===== config.mk =====
export PLATFORM = sky130hd
export DESIGN_NAME = inst_buffer
export DESIGN_NICKNAME = d
export VERILOG_FILES = /design/src/rtl/inst_buffer_pkg.sv /design/src/rtl/ib_regfile.sv /design/src/rtl/inst_buffer.sv
export SDC_FILE = /design/constraint.sdc
export NUM_CORES = 2
export LEC_CHECK = 0
export BUFFER_PORTS_ARGS = -buffer_cell sky130_fd_sc_hd__buf_2
export CAP_MARGIN = 10
export CORE_ASPECT_RATIO = 1.5
export CORE_MARGIN = 1.5
export CORE_UTILIZATION = 55
export CTS_CLUSTER_DIAMETER = 150
export DETAILED_ROUTE_END_ITERATION = 7
export GPL_TIMING_DRIVEN = 0
export HOLD_SLACK_MARGIN = 0.05
export PLACE_DENSITY = 0.72
export REMOVE_ABC_BUFFERS = 1
export SETUP_SLACK_MARGIN = 0.02
export SKIP_LAST_GASP = 1
export SYNTH_ARGS = -nofsm -noshare
export SYNTH_HDL_FRONTEND = slang
export SYNTH_SLANG_ARGS = --single-unit

===== constraint.sdc =====
create_clock -name aclk -period 7.7 [get_ports aclk]
set_clock_uncertainty 0.1 [all_clocks]
set_input_delay 1.54 -clock aclk [delete_from_list [all_inputs] [get_ports aclk]]
set_output_delay 1.54 -clock aclk [all_outputs]
set_load 0.1 [all_outputs]

===== src/rtl/inst_buffer_pkg.sv =====
// Shared definitions for the instruction buffer: bus widths, default depth,
// the stored entry layout and a small pop-request helper.
package inst_buffer_pkg;

  localparam int unsigned InstBus     = 32;
  localparam int unsigned InstAddrBus = 32;
  localparam int unsigned IbDepth     = 16;

  // One buffered slot: PC in the upper half, instruction word in the lower half.
  typedef struct packed {
    logic [InstAddrBus-1:0] addr;
    logic [InstBus-1:0]     inst;
  } ib_entry_t;

  // Decode may request 3, which saturates to 2.
  function automatic logic [1:0] pop_request(input logic [1:0] pop_num);
    return (pop_num == 2'd3) ? 2'd2 : pop_num;
  endfunction

endpackage


===== src/rtl/ib_regfile.sv =====
// Instruction buffer storage: DEPTH x 64-bit entries, two write ports and two
// asynchronous read ports. Contents are not reset; the owner masks reads by
// its occupancy count.
// Ports:
//   clk_i              clock
//   we1_i/we2_i        write enables (the two write addresses never collide)
//   waddr*_i/wdata*_i  write address/data
//   raddr*_i           read addresses
//   rdata*_o           combinational read data
module ib_regfile
  import inst_buffer_pkg::*;
#(
  parameter int unsigned DEPTH = IbDepth,
  parameter int unsigned PTR_W = 4
) (
  input  logic             clk_i,
  input  logic             we1_i,
  input  logic [PTR_W-1:0] waddr1_i,
  input  ib_entry_t        wdata1_i,
  input  logic             we2_i,
  input  logic [PTR_W-1:0] waddr2_i,
  input  ib_entry_t        wdata2_i,
  input  logic [PTR_W-1:0] raddr1_i,
  input  logic [PTR_W-1:0] raddr2_i,
  output ib_entry_t        rdata1_o,
  output ib_entry_t        rdata2_o
);

  ib_entry_t mem_q [DEPTH];

  always_ff @(posedge clk_i) begin
    if (we1_i) mem_q[waddr1_i] <= wdata1_i;
    if (we2_i) mem_q[waddr2_i] <= wdata2_i;
  end

  assign rdata1_o = mem_q[raddr1_i];
  assign rdata2_o = mem_q[raddr2_i];

endmodule


===== src/rtl/inst_buffer.sv =====
// Instruction buffer between fetch and decode. Accepts up to two instructions
// per cycle from the ICache and presents the two oldest entries to decode.
// Ports:
//   aclk, aresetn                  clock, async active-low reset
//   flush_i                        discard all buffered entries
//   inst*_i, inst*_addr_i          pushed words and their PCs
//   inst*_valid_i                  push qualifiers (inst2 alone fills slot tail)
//   buffer_full_o                  fetch must not push next cycle
//   pop_num_i                      entries consumed by decode (3 acts as 2)
//   issue_inst*_o, issue_addr*_o   head / head+1 entries, zero when not valid
//   issue_valid*_o                 count >= 1 / count >= 2
module inst_buffer
  import inst_buffer_pkg::*;
#(
  parameter int unsigned DEPTH = IbDepth,
  parameter int unsigned PTR_W = 4
) (
  input  logic                   aclk,
  input  logic                   aresetn,
  input  logic                   flush_i,
  input  logic [InstBus-1:0]     inst1_i,
  input  logic [InstBus-1:0]     inst2_i,
  input  logic [InstAddrBus-1:0] inst1_addr_i,
  input  logic [InstAddrBus-1:0] inst2_addr_i,
  input  logic                   inst1_valid_i,
  input  logic                   inst2_valid_i,
  output logic                   buffer_full_o,
  input  logic [1:0]             pop_num_i,
  output logic [InstBus-1:0]     issue_inst1_o,
  output logic [InstBus-1:0]     issue_inst2_o,
  output logic [InstAddrBus-1:0] issue_addr1_o,
  output logic [InstAddrBus-1:0] issue_addr2_o,
  output logic                   issue_valid1_o,
  output logic                   issue_valid2_o
);

  logic [PTR_W-1:0] head_q, head_d;
  logic [PTR_W-1:0] tail_q, tail_d;
  logic [PTR_W:0]   count_q, count_d;

  logic [1:0]       push_num, pop_req, pop_eff;
  logic             push_ok;
  ib_entry_t        entry1, entry2, rd1, rd2;

  assign buffer_full_o = count_q > (PTR_W+1)'(DEPTH - 2);
  assign push_ok       = ~buffer_full_o & ~flush_i;
  assign push_num      = push_ok ? (2'(inst1_valid_i) + 2'(inst2_valid_i)) : 2'd0;

  // Clamp against the pre-edge count so an over-request never underflows.
  assign pop_req = pop_request(pop_num_i);
  assign pop_eff = ((PTR_W+1)'(pop_req) > count_q) ? count_q[1:0] : pop_req;

  // Valid words are packed from tail: inst2 alone takes slot tail.
  assign entry1 = inst1_valid_i ? '{addr: inst1_addr_i, inst: inst1_i}
                                : '{addr: inst2_addr_i, inst: inst2_i};
  assign entry2 = '{addr: inst2_addr_i, inst: inst2_i};

  ib_regfile #(
    .DEPTH (DEPTH),
    .PTR_W (PTR_W)
  ) u_regfile (
    .clk_i    (aclk),
    .we1_i    (push_num != 2'd0),
    .waddr1_i (tail_q),
    .wdata1_i (entry1),
    .we2_i    (push_num == 2'd2),
    .waddr2_i (tail_q + PTR_W'(1)),
    .wdata2_i (entry2),
    .raddr1_i (head_q),
    .raddr2_i (head_q + PTR_W'(1)),
    .rdata1_o (rd1),
    .rdata2_o (rd2)
  );

  always_comb begin
    head_d  = head_q + PTR_W'(pop_eff);
    tail_d  = tail_q + PTR_W'(push_num);
    count_d = count_q + (PTR_W+1)'(push_num) - (PTR_W+1)'(pop_eff);
    if (flush_i) begin
      head_d  = '0;
      tail_d  = '0;
      count_d = '0;
    end
  end

  always_ff @(posedge aclk or negedge aresetn) begin
    if (!aresetn) begin
      head_q  <= '0;
      tail_q  <= '0;
      count_q <= '0;
    end else begin
      head_q  <= head_d;
      tail_q  <= tail_d;
      count_q <= count_d;
    end
  end

  assign issue_valid1_o = count_q != '0;
  assign issue_valid2_o = count_q >= (PTR_W+1)'(2);
  assign issue_inst1_o  = issue_valid1_o ? rd1.inst : '0;
  assign issue_addr1_o  = issue_valid1_o ? rd1.addr : '0;
  assign issue_inst2_o  = issue_valid2_o ? rd2.inst : '0;
  assign issue_addr2_o  = issue_valid2_o ? rd2.addr : '0;

endmodule


==> out/qor.yml <==
status: "finished, final reports clean"
period_share_pct: 95.88
synth_top_area_share_pct: 49.01
p_seq_share_pct: 24.5
path_class: "flop to output pin"
initialDrtViolationCount: 7072
drv_slew: 0
die_y_um: 416.7
synth_edf_count: 1024
die_area_um2: 116200
hold_slack_ns: 0.6490
placed_area_um2: 67910
switchingPower_w: 0.01301
gp_congestion: 0.7882
via_per_inst: 7.224
combPwrFrac_pct: 56.9
cts_root_buf: "clkbuf_16"
tightest_slew_ns: 1.146
cts_setup_buffers: 0
finalPower_w: 0.02682
synth_top_cell_by_area: "edfxtp_1"
grt.total_usage_pct: 36.11
drv_cap: 0
hp-class: "input pin to async pin"
drcViolationCount: 0
postSynthCellCount: 4871
cts_tree: "built"
layout-area-overhead-vs-synth_pct: 13.38
htreeDepth: 3
dr.pass1.iters: 8
grt_use_met2_pct: 57.29
async_flop_share_pct: 1.254
seq_area_um2: 31090
grt_max_degree: 94
critPathRequiredTime_ns: 6.06
hpwlAfterDp_um: 132200
num_vias: 46410
cts_buffer_depth: 3
multi_input_area_um2: 29420
swShare_pct: 48.50
wl_per_cell_um: 33.14
synth-seq-area-share_pct: 49.53
fmax_mhz: 135.5
initial_core_util_pct: 55.54
fillers: 8291
synth-seq-cells: 1037
layout-drive-gt1-share_pct: 35.26
pwr-share-clk_pct: 18.6
rsz0062_at_grt: "no"
cts_hold_buf: 0
p_leak_nw: 24.78
core.rowCount: 151
relSlewSlack_pct: 22.76
final_antenna_net_count: 0
cp.arrival_ns: 5.74
end_kind: "output pin"
cts_sinks: 1037
synth_warnings: 0
synth.area.top_cells: "edfxtp_1, mux2_2, mux4_2"
antenna_found_initial: 22
startpoint_type: "flop"
clk_pin_slew_worst_paths_ns: 0.06
grt_first_pass_wirelength_um: 305700
met1_usage_pct: 46.21
ir_drop_mv: 0.5032
finalInstanceArea_um2: 71140
drt_wl_total_um: 212900
synthFlopType: "edfxtp_1"
numPortBuffers: 265
use_met3_pct: 7.919
ys_types: 52
clkLatencyLatePin_ns: 0.71
overflow: 0
nNetsFinal: 5042
core_area_um2: 113000
grt.busiest_layer: "met2"
synth_area_um2: 62750
pin_count: 266
cts_resized: 0
hold_viol: 0
finalSetupViolCount: 0
syn-mean-instance-area_um2: 12.88
min_period_ns: 7.383
die_w_um: 278.8
internal-power_w: 0.01381
cp_max_fo: 45
numCtsBuffers: 100
power_density_nw_per_um2: 377.0
grt_pass1_vias: 46407
critical path, cell delays in order (launching register included):
cell and delay (ns):
dfrtp_4 0.99, buf_16 0.37, buf_16 0.32, xnor2_2 0.39
buf_16 0.30, nand2_4 0.59, buf_16 0.36, o22ai_1 0.15
o32ai_1 0.88, buf_2 0.58
final cells by class:
| class | instances | area share (%) |
|---|---|---|
| sequential | 1037 | 43.70 |
| multi-input combinational | 3273 | 41.35 |
| timing repair buffer | 458 | 7.786 |
| clock buffer | 118 | 3.642 |
| tap | 1453 | 2.555 |
| clock inverter | 59 | 0.8424 |
| inverter | 15 | 0.09321 |
| antenna | 11 | 0.03869 |
cell usage after synthesis, types with 5 or more instances:
master	instances
edfxtp_1	1024
mux2_2	789
nor2_1	595
a21oi_1	453
mux2i_1	385
nand3_1	261
mux4_2	256
clkbuf_1	244
buf_2	155
o22ai_1	128
o32ai_1	128
buf_4	69
nand4_1	65
buf_1	62
mux2_1	58
mux2_4	50
ha_1	18
buf_6	15
dfrtp_1	13
inv_1	13
nand2_1	10
nor2b_1	10
o2111ai_1	7
o21ai_0	7
nand2b_1	6
nand3_2	6
xnor2_1	5
sequential cells by signal, indices dropped and copies added, names as in the netlist:
register / cells
u_regfile.mem_q: 1024
tail_q: 4
count_q: 5
head_q: 4
cell families (layout without fill, tap and decap cells):
kind of cell             Yosys count  after routing  synth area share [%]
AO/OA/AOI/OAI                    730            730                 6.947
buffers and inverters            561            650                 4.265
other                              0             11                     0
flip-flops                      1037           1037                 49.53
multiplexers                    1538           1538                 31.73
adder cells (fa/ha/maj)           22             22                0.4866
XOR/XNOR                           9              9                0.1256
AND/OR/NAND/NOR                  974            974                 6.922
per-stage QoR:
step	utilization [%]	setup slack (ns)	cells	setup TNS (ns)
2_1_floorplan	-	-16.51	4325	-1994.01
3_3_place_gp	56.00	-42.45	6043	-
3_5_place_dp	60.11	1.249	6235	0
4_1_cts	62.93	0.4982	6412	0
5_1_grt	62.96	0.2649	6421	0
6_report	62.97	0.3172	6424	0
power groups by stage:
stage               sequential, W  clock (W)  combinational (W)
floorplan                 0.00699          0             0.0110
CTS                       0.00655    0.00499             0.0151
finish                    0.00656    0.00500             0.0153
global route              0.00657    0.00519             0.0157
detailed placement        0.00667          0             0.0150
global placement          0.00731          0             0.0136
worst paths after layout:
path / slack, ns / from / depth (start not counted) / to
worst max-delay path: 0.32 / head_q[2] / 9 / issue_addr2_o[29]
min in group aclk: 0.65 / count_q[0] / 2 / count_q[0]
worst max register to register: 2.85 / count_q[4] / 9 / u_regfile.mem_q[8][44]
max in group asynchronous: 6.52 / aresetn / 1 / head_q[1]
worst min register to register: 0.65 / count_q[0] / 2 / count_q[0]
worst min-delay path: 0.65 / aresetn / 1 / head_q[2]
metal layers:
metal	routed length (um)	share of wire, %	up-vias
met3	27080	13	768
met4	12110	5.7	16
li1	-	-	19017
met1	73630	35	23018
met5	108	0.051	-
met2	99950	47	3591
layout by cell type (no fill, tap or decap), types with 101 or more instances in the layout:
cell type,synthesis,final
mux4_2,256,256
mux2i_1,385,385
buf_2,155,264
nand3_1,261,259
nor2_1,595,586
a21oi_1,453,453
mux2_2,789,789
o22ai_1,128,128
o32ai_1,128,128
edfxtp_1,1024,1024
clkbuf_16,0,101
Power figures use the tool's default switching activity.
